## src/rtl/ext_bus_apb_bridge.sv

```systemverilog
// ext_bus_apb_bridge
//
// Turns a CPU-style multiplexed external bus access (row/column address,
// active-low CAS byte strobes, n_wait stretch) into a single APB transfer.
// The row address is taken on the falling edge of n_nren and becomes
// paddr[15:8]. Each CAS assertion inside the n_nren window becomes one APB
// transfer, and n_wait holds the CPU until the APB responder answers.
//
// Handshake: the CPU side is held by n_wait. n_wait goes low in the cycle
// psel rises and stays low until the APB transfer ends. The APB side follows
// standard SETUP/ACCESS sequencing: one cycle of psel alone, then psel+penable
// until pready=1. If pready does not arrive, the transfer ends after
// TIMEOUT_CYCLES ACCESS cycles. Once started, a transfer always finishes. Only
// n_rst can cut it short.
//
// Ports
//   clk, n_rst             clock, asynchronous active-low reset
//   bus_en                 external bus qualifier (low = ignore the bus)
//   n_nren                 active-low region select (transaction window)
//   n_cas_0, n_cas_1       active-low byte strobes (column phase)
//   n_we                   low = write
//   addr[10:0]             multiplexed row/column address
//   data_out[7:0]          write data from the CPU
//   data_in[7:0]           read data to the CPU
//   n_wait                 active-low wait to the CPU
//   paddr/pwdata/pwrite/psel/penable   APB initiator outputs
//   prdata/pready          APB responder returns
//   timeout_err            sticky, set when an ACCESS phase timed out
//   state_dbg[2:0]         current FSM state (IDLE=0 ROW=1 SETUP=2 ACCESS=3 DONE=4)

module ext_bus_apb_bridge #(
  parameter int unsigned TIMEOUT_CYCLES = 255
) (
  input  logic        clk,
  input  logic        n_rst,
  input  logic        bus_en,
  input  logic        n_nren,
  input  logic        n_cas_0,
  input  logic        n_cas_1,
  input  logic        n_we,
  input  logic [10:0] addr,
  input  logic [7:0]  data_out,
  output logic [7:0]  data_in,
  output logic        n_wait,
  output logic [15:0] paddr,
  output logic [7:0]  pwdata,
  output logic        pwrite,
  output logic        psel,
  output logic        penable,
  input  logic [7:0]  prdata,
  input  logic        pready,
  output logic        timeout_err,
  output logic [2:0]  state_dbg
);

  typedef enum logic [2:0] {
    S_IDLE   = 3'd0,
    S_ROW    = 3'd1,
    S_SETUP  = 3'd2,
    S_ACCESS = 3'd3,
    S_DONE   = 3'd4
  } state_t;

  localparam logic [7:0] TIMEOUT_LIM = 8'(TIMEOUT_CYCLES);

  state_t     state;
  logic [7:0] cnt;
  logic       nren_q;

  // Only the low 8 address bits carry row/column information.
  logic unused_addr_hi;
  assign unused_addr_hi = ^addr[10:8];

  assign state_dbg = state;

  always_ff @(posedge clk or negedge n_rst) begin
    if (!n_rst) begin
      state       <= S_IDLE;
      cnt         <= 8'd0;
      // Cleared so that a n_nren held low through reset does not count
      // as a falling edge. A fresh high->low transition is required.
      nren_q      <= 1'b0;
      paddr       <= 16'd0;
      pwdata      <= 8'd0;
      pwrite      <= 1'b0;
      psel        <= 1'b0;
      penable     <= 1'b0;
      data_in     <= 8'd0;
      n_wait      <= 1'b1;
      timeout_err <= 1'b0;
    end else begin
      nren_q <= n_nren;
      case (state)
        S_IDLE: begin
          if (bus_en && nren_q && !n_nren) begin
            state       <= S_ROW;
            paddr[15:8] <= addr[7:0];
          end
        end
        S_ROW: begin
          if (!bus_en || n_nren) begin
            state <= S_IDLE;
          end else if (!n_cas_0 || !n_cas_1) begin
            state      <= S_SETUP;
            paddr[7:1] <= addr[7:1];
            // The upper byte lane alone selects the odd byte.
            paddr[0]   <= !n_cas_1 && n_cas_0;
            pwrite     <= ~n_we;
            pwdata     <= data_out;
            psel       <= 1'b1;
            n_wait     <= 1'b0;
          end
        end
        S_SETUP: begin
          state   <= S_ACCESS;
          penable <= 1'b1;
          cnt     <= 8'd1;
        end
        S_ACCESS: begin
          // If pready arrives in the last allowed cycle, it takes priority over the timeout.
          if (pready || cnt == TIMEOUT_LIM) begin
            state   <= S_DONE;
            psel    <= 1'b0;
            penable <= 1'b0;
            n_wait  <= 1'b1;
            if (!pwrite) data_in <= pready ? prdata : 8'hFF;
            if (!pready) timeout_err <= 1'b1;
          end else begin
            cnt <= cnt + 8'd1;
          end
        end
        S_DONE: begin
          if (n_cas_0 && n_cas_1) begin
            // Staying inside the n_nren window keeps the row address for the next CAS.
            state <= (!n_nren && bus_en) ? S_ROW : S_IDLE;
          end
        end
        default: state <= S_IDLE;
      endcase
    end
  end

endmodule

```

## config.mk

```make
export PLATFORM = sky130hd
export DESIGN_NAME = ext_bus_apb_bridge
export DESIGN_NICKNAME = d
export VERILOG_FILES = /design/src/rtl/ext_bus_apb_bridge.sv
export SDC_FILE = /design/constraint.sdc
export NUM_CORES = 1
export LEC_CHECK = 0
export BUFFER_PORTS_ARGS = -buffer_cell sky130_fd_sc_hd__buf_2
export CAP_MARGIN = 25
export CORE_UTILIZATION = 49
export DETAILED_ROUTE_END_ITERATION = 8
export GPL_TIMING_DRIVEN = 0
export PLACE_DENSITY = 0.87
export SKIP_CTS_REPAIR_TIMING = 1
export SLEW_MARGIN = 20
export SYNTH_ARGS = -nofsm -noshare
export SYNTH_HDL_FRONTEND = slang
export SYNTH_SLANG_ARGS = --single-unit
export TNS_END_PERCENT = 30
```

## constraint.sdc

```tcl
create_clock -name clk -period 2.4 [get_ports clk]
set_clock_uncertainty 0.2 [all_clocks]
set_input_delay 0 -clock clk [delete_from_list [all_inputs] [get_ports clk]]
set_output_delay 0 -clock clk [all_outputs]
set_load 0.005 [all_outputs]
```

After elaboration in Yosys (flattened, before gate mapping)
Cells that the tools add are included.

Flip-flop bits (word level): 49. Word-level logic and storage cells: 71. Input bits: 35. Output and inout bits: 40.

Add/sub/neg operators: 1. Reduce and logical (&&, ||, !) cells: 23. Mux-type cells: 19. Equality and inequality tests: 12. Bitwise operators: 4.

Operators by type and width (number): $mux 8 (2); $pmux 8 s2 (1); $mux 3 (5); $pmux 3 s5 (1); $ne 2x2->1 const B (6); $reduce_and 3->1 (3); $add 8x1->8 const B (1); $eq 8x8->1 const B (1); $reduce_and 4->1 (2); $mux 1 (7); $eq 3x2->1 const B (2); $pmux 1 s2 (3); $reduce_and 2->1 (3); $logic_and 1x1->1 (5); $logic_not 1->1 (4); $not 1->1 (4); $reduce_bool 2->1 (2); $eq 3x1->1 const B (1); $eq 3x3->1 const B (1); $logic_not 3->1 (1); $logic_or 1x1->1 (3); $ne 3x3->1 const B (1).

Depth between registers and ports, before layout
Depth after elaboration: 5. Mapped depth: 6. Gate-level depth less buffers: 5.

Worst setup path after synthesis
No wires, ideal clock.

Path kind: flip-flop to flip-flop. Start point: reg cnt[0]. End point: reg data_in[0]. Arrival time: 1597 ps. Period minus slack after synthesis: 1863 ps. Data required time: 2135 ps. Setup time: 65 ps. Stages on the path, launching flop included: 6. Buffers on the path: 0. Setup slack: 537 ps. Cell sequence: dfrtp_1 ha_1 nand3_1 o21ai_4 nor3b_2 o22a_1.

Word-level cells in the longest chain between the ends: 3.

RTL lines: start: declaration (RTL line 67) `logic [7:0] cnt;`; start signal: assignment (RTL line 129) `cnt <= cnt + 8'd1;`; $eq 8x8->1 (RTL line 121) `if (pready || cnt == TIMEOUT_LIM) begin`; $logic_or 1x1->1 (RTL line 121); $reduce_and 3->1 (no line); end signal: assignment (RTL line 126) `if (!pwrite) data_in <= pready ? prdata : 8'hFF;`; end: declaration (RTL line 43) `output logic [7:0] data_in,`.

Every way passes these cells. A chain may end at the register's enable or synchronous reset.

Worst setup path in the final report
Start point: reg state[1] (netlist: state_dbg[1]). End point: reg paddr[0].

Word-level cells in the longest chain between the ends: 2.

RTL lines: start: declaration (RTL line 66) `state_t state;`; start signal: assignment (RTL line 135) `state <= (!n_nren && bus_en) ? S_ROW : S_IDLE;`; $eq 3x1->1 (RTL line 93) `case (state)`; $reduce_and 3->1 (no line); end signal: assignment (RTL line 107) `paddr[0] <= !n_cas_1 && n_cas_0;`; end: declaration (RTL line 45) `output logic [15:0] paddr,`.

Every way passes these cells.

==> reports/results.ini <==
[floorplan]
core_um2=4030
io_pins=75
die_width_um=67.0
dieArea_um2=4490
initial_core_util=0.514
die_h_um=67.0
row_count=23

[worst_setup_path]
crit_required_ps=2390
worstPathArrival_ps=2230
end_kind=register
critPathTopFamily=simple AND/OR/NAND/NOR gates
crit_chain=nor3b_1 > nand3b_1 > o22a_1 > dlygate4sd3_1
path_class=register to register
max_stage_delay_ps=550
slowest_stage=dlygate4sd3_1
r2r_setup_slack_ps=160
path_buf_inv=1
startpoint_type=register
cp_max_fo=8

[clocking]
insertion_delay_ps=310
h-tree-depth=2
cts_tree=built
clk_pin_slew_ps=100
clock_path_buffers=2
cts_buffers=5
root_buffer=clkbuf_8
cts.sinks=49

[synthesis]
synth_top_family_by_area=simple AND/OR/NAND/NOR gates
ys_types=42
synth_mux_area_frac=0.125
synth_xor_area_frac=0
synth_adder_area_share=0.00605
synth_ff_type=dfrtp_1
synth_area_per_cell_um2=13.1
yosys.area.top_type_share=0.580
ys_async_sr_fraction=1.00
synth-edff-count=0
synthTopCellsByCount=48 x dfrtp_1, 23 x mux2_2, 11 x nand2_1
synth-simple-area-share=0.125
synth.largest_area_cell=dfrtp_1
yosysWarnings=0
post-synth-top-count-cell=dfrtp_1
synthTopCellsByArea=dfrtp_1 58%, mux2_2 13%, o22a_1 4.2%
synth_compound_area_frac=0.120
ys_seq_elements=49
ys_seq_area_frac=0.593
synthCells=158
syn_nets=194
syn_area_um2=2070

[cells_and_area]
area_delta_synth_final_pct=40.8
n_antenna_cell=0
drive_above_1_share=0.430
utilization=0.723
final_nets=305
instances_no_fill=320

[sta]
clock.fmax_ghz=0.446
finalSetupViolCount=0
worstMarginPinSlew_ps=563
period_needed_ps=2240
maxSlewHeadroom=0.625
final.setup.tns_ps=0
period_share=0.935
hold_slack_ps=-0.293
maxSlewViolCount=0
rsz0062_at_grt=no
hold_viol=1

[drt]
dr.pass1.iters=4
wl_per_cell_um=15.9
ant_nets=0
via_per_inst=5.39
vias=1724
drcViolationCount=0
drt_wl_total_um=5090
drtIter0Drc=124

[hold_path]
hold_path.class=input pin to asynchronous set/reset pin

[grt]
track_usage=0.198
antenna_found_initial=0
grt_overflow_total=0
first_global_vias=1442
grt_pass1_wl_um=6490
grt_max_degree=27

[status]
violations=hold timing
status=finished with violations

[placement]
portBuffers=71
dp_hpwl_um=3130
gp_congestion=0.797
place_inst=280

[power]
leakage_uw=0.00137
p_per_area_nw_per_um2=1010
ir_drop_mv=0.710

[job]
maxCapViolations=0

layout make-up:
type	count	area, um2
repair buffers	104	696
clock buffers	6	72.6
flip-flops and latches	49	1230
inverters	2	7.51
fillers	276	1110
clock inverters	2	13.8
multi-input cells	99	778
plain buffers	8	56.3
well taps	50	62.6
worst register-to-register path, delay by kind of cell (launching register included):
kind / cells / cell delay [ps]
AOI/OAI and AO/OA: 1 / 240
buffers and inverters: 1 / 550
DFF: 1 / 470
and+or+nand+nor: 2 / 670
logic make-up after synthesis:
logic type	count (synthesis)
AND/OR/NAND/NOR	43
adder cells (fa/ha/maj)	1
AO/OA/AOI/OAI	32
multiplexers	23
flip-flops	49
buffers and inverters	10
final timing paths:
check	startpoint	depth (start not counted)	endpoint
setup / recovery	state_dbg[1]	4	paddr[0]
hold / removal	n_rst	2	data_in[1]
setup reg to reg	state_dbg[1]	4	paddr[0]
hold reg to reg	n_wait	2	n_wait
max in group asynchronous	n_rst	3	pwdata[0]
min in group clk	n_nren	2	nren_q
layout by cell type, fill, tap and decap left out, types with 2 or more instances in the layout:
cell	count
clkbuf_1	3
nor2_1	5
mux2_2	23
o21ai_0	4
dfrtp_1	48
a21oi_1	5
dlygate4sd3_1	32
buf_6	3
buf_2	74
nand4_1	2
or4_1	2
nand3b_1	3
o22a_1	10
nor4_1	3
nand2_1	11
clkbuf_8	5
nor3b_1	2
inv_1	2
nand3_1	5
per-layer routing:
| metal | global-route usage | share of wire | vias up |
|---|---|---|---|
| met3 | 0.0565 | 0.051 | 9 |
| met2 | 0.303 | 0.51 | 65 |
| met1 | 0.263 | 0.42 | 843 |
| met4 | 0.0798 | 0.016 | 0 |
| met5 | 0 | 0 | - |
| li1 | - | - | 807 |
state kept, by name, summed over array words and instances (netlist names):
register and cells:
pwdata 8, pwrite 1, psel 1, penable 1
nren_q 1, state_dbg 3, data_in 8, paddr 16
n_wait 1, cnt 8, timeout_err 1
where the power goes:
part	switching [uW]	internal (uW)	total [uW]
clock	281	208	489
combinational	446	609	1060
sequential	221	1170	1400
metrics by stage:
stage	cell area, um2	setup slack, ps	power, uW
3_3_place_gp	2490	314	2320
2_1_floorplan	2070	537	1900
5_1_grt	2910	60.9	3120
3_5_place_dp	2510	289	2380
6_report	2910	156	2940
4_1_cts	2590	278	2860
No activity file was read; power rests on OpenSTA's default activity.
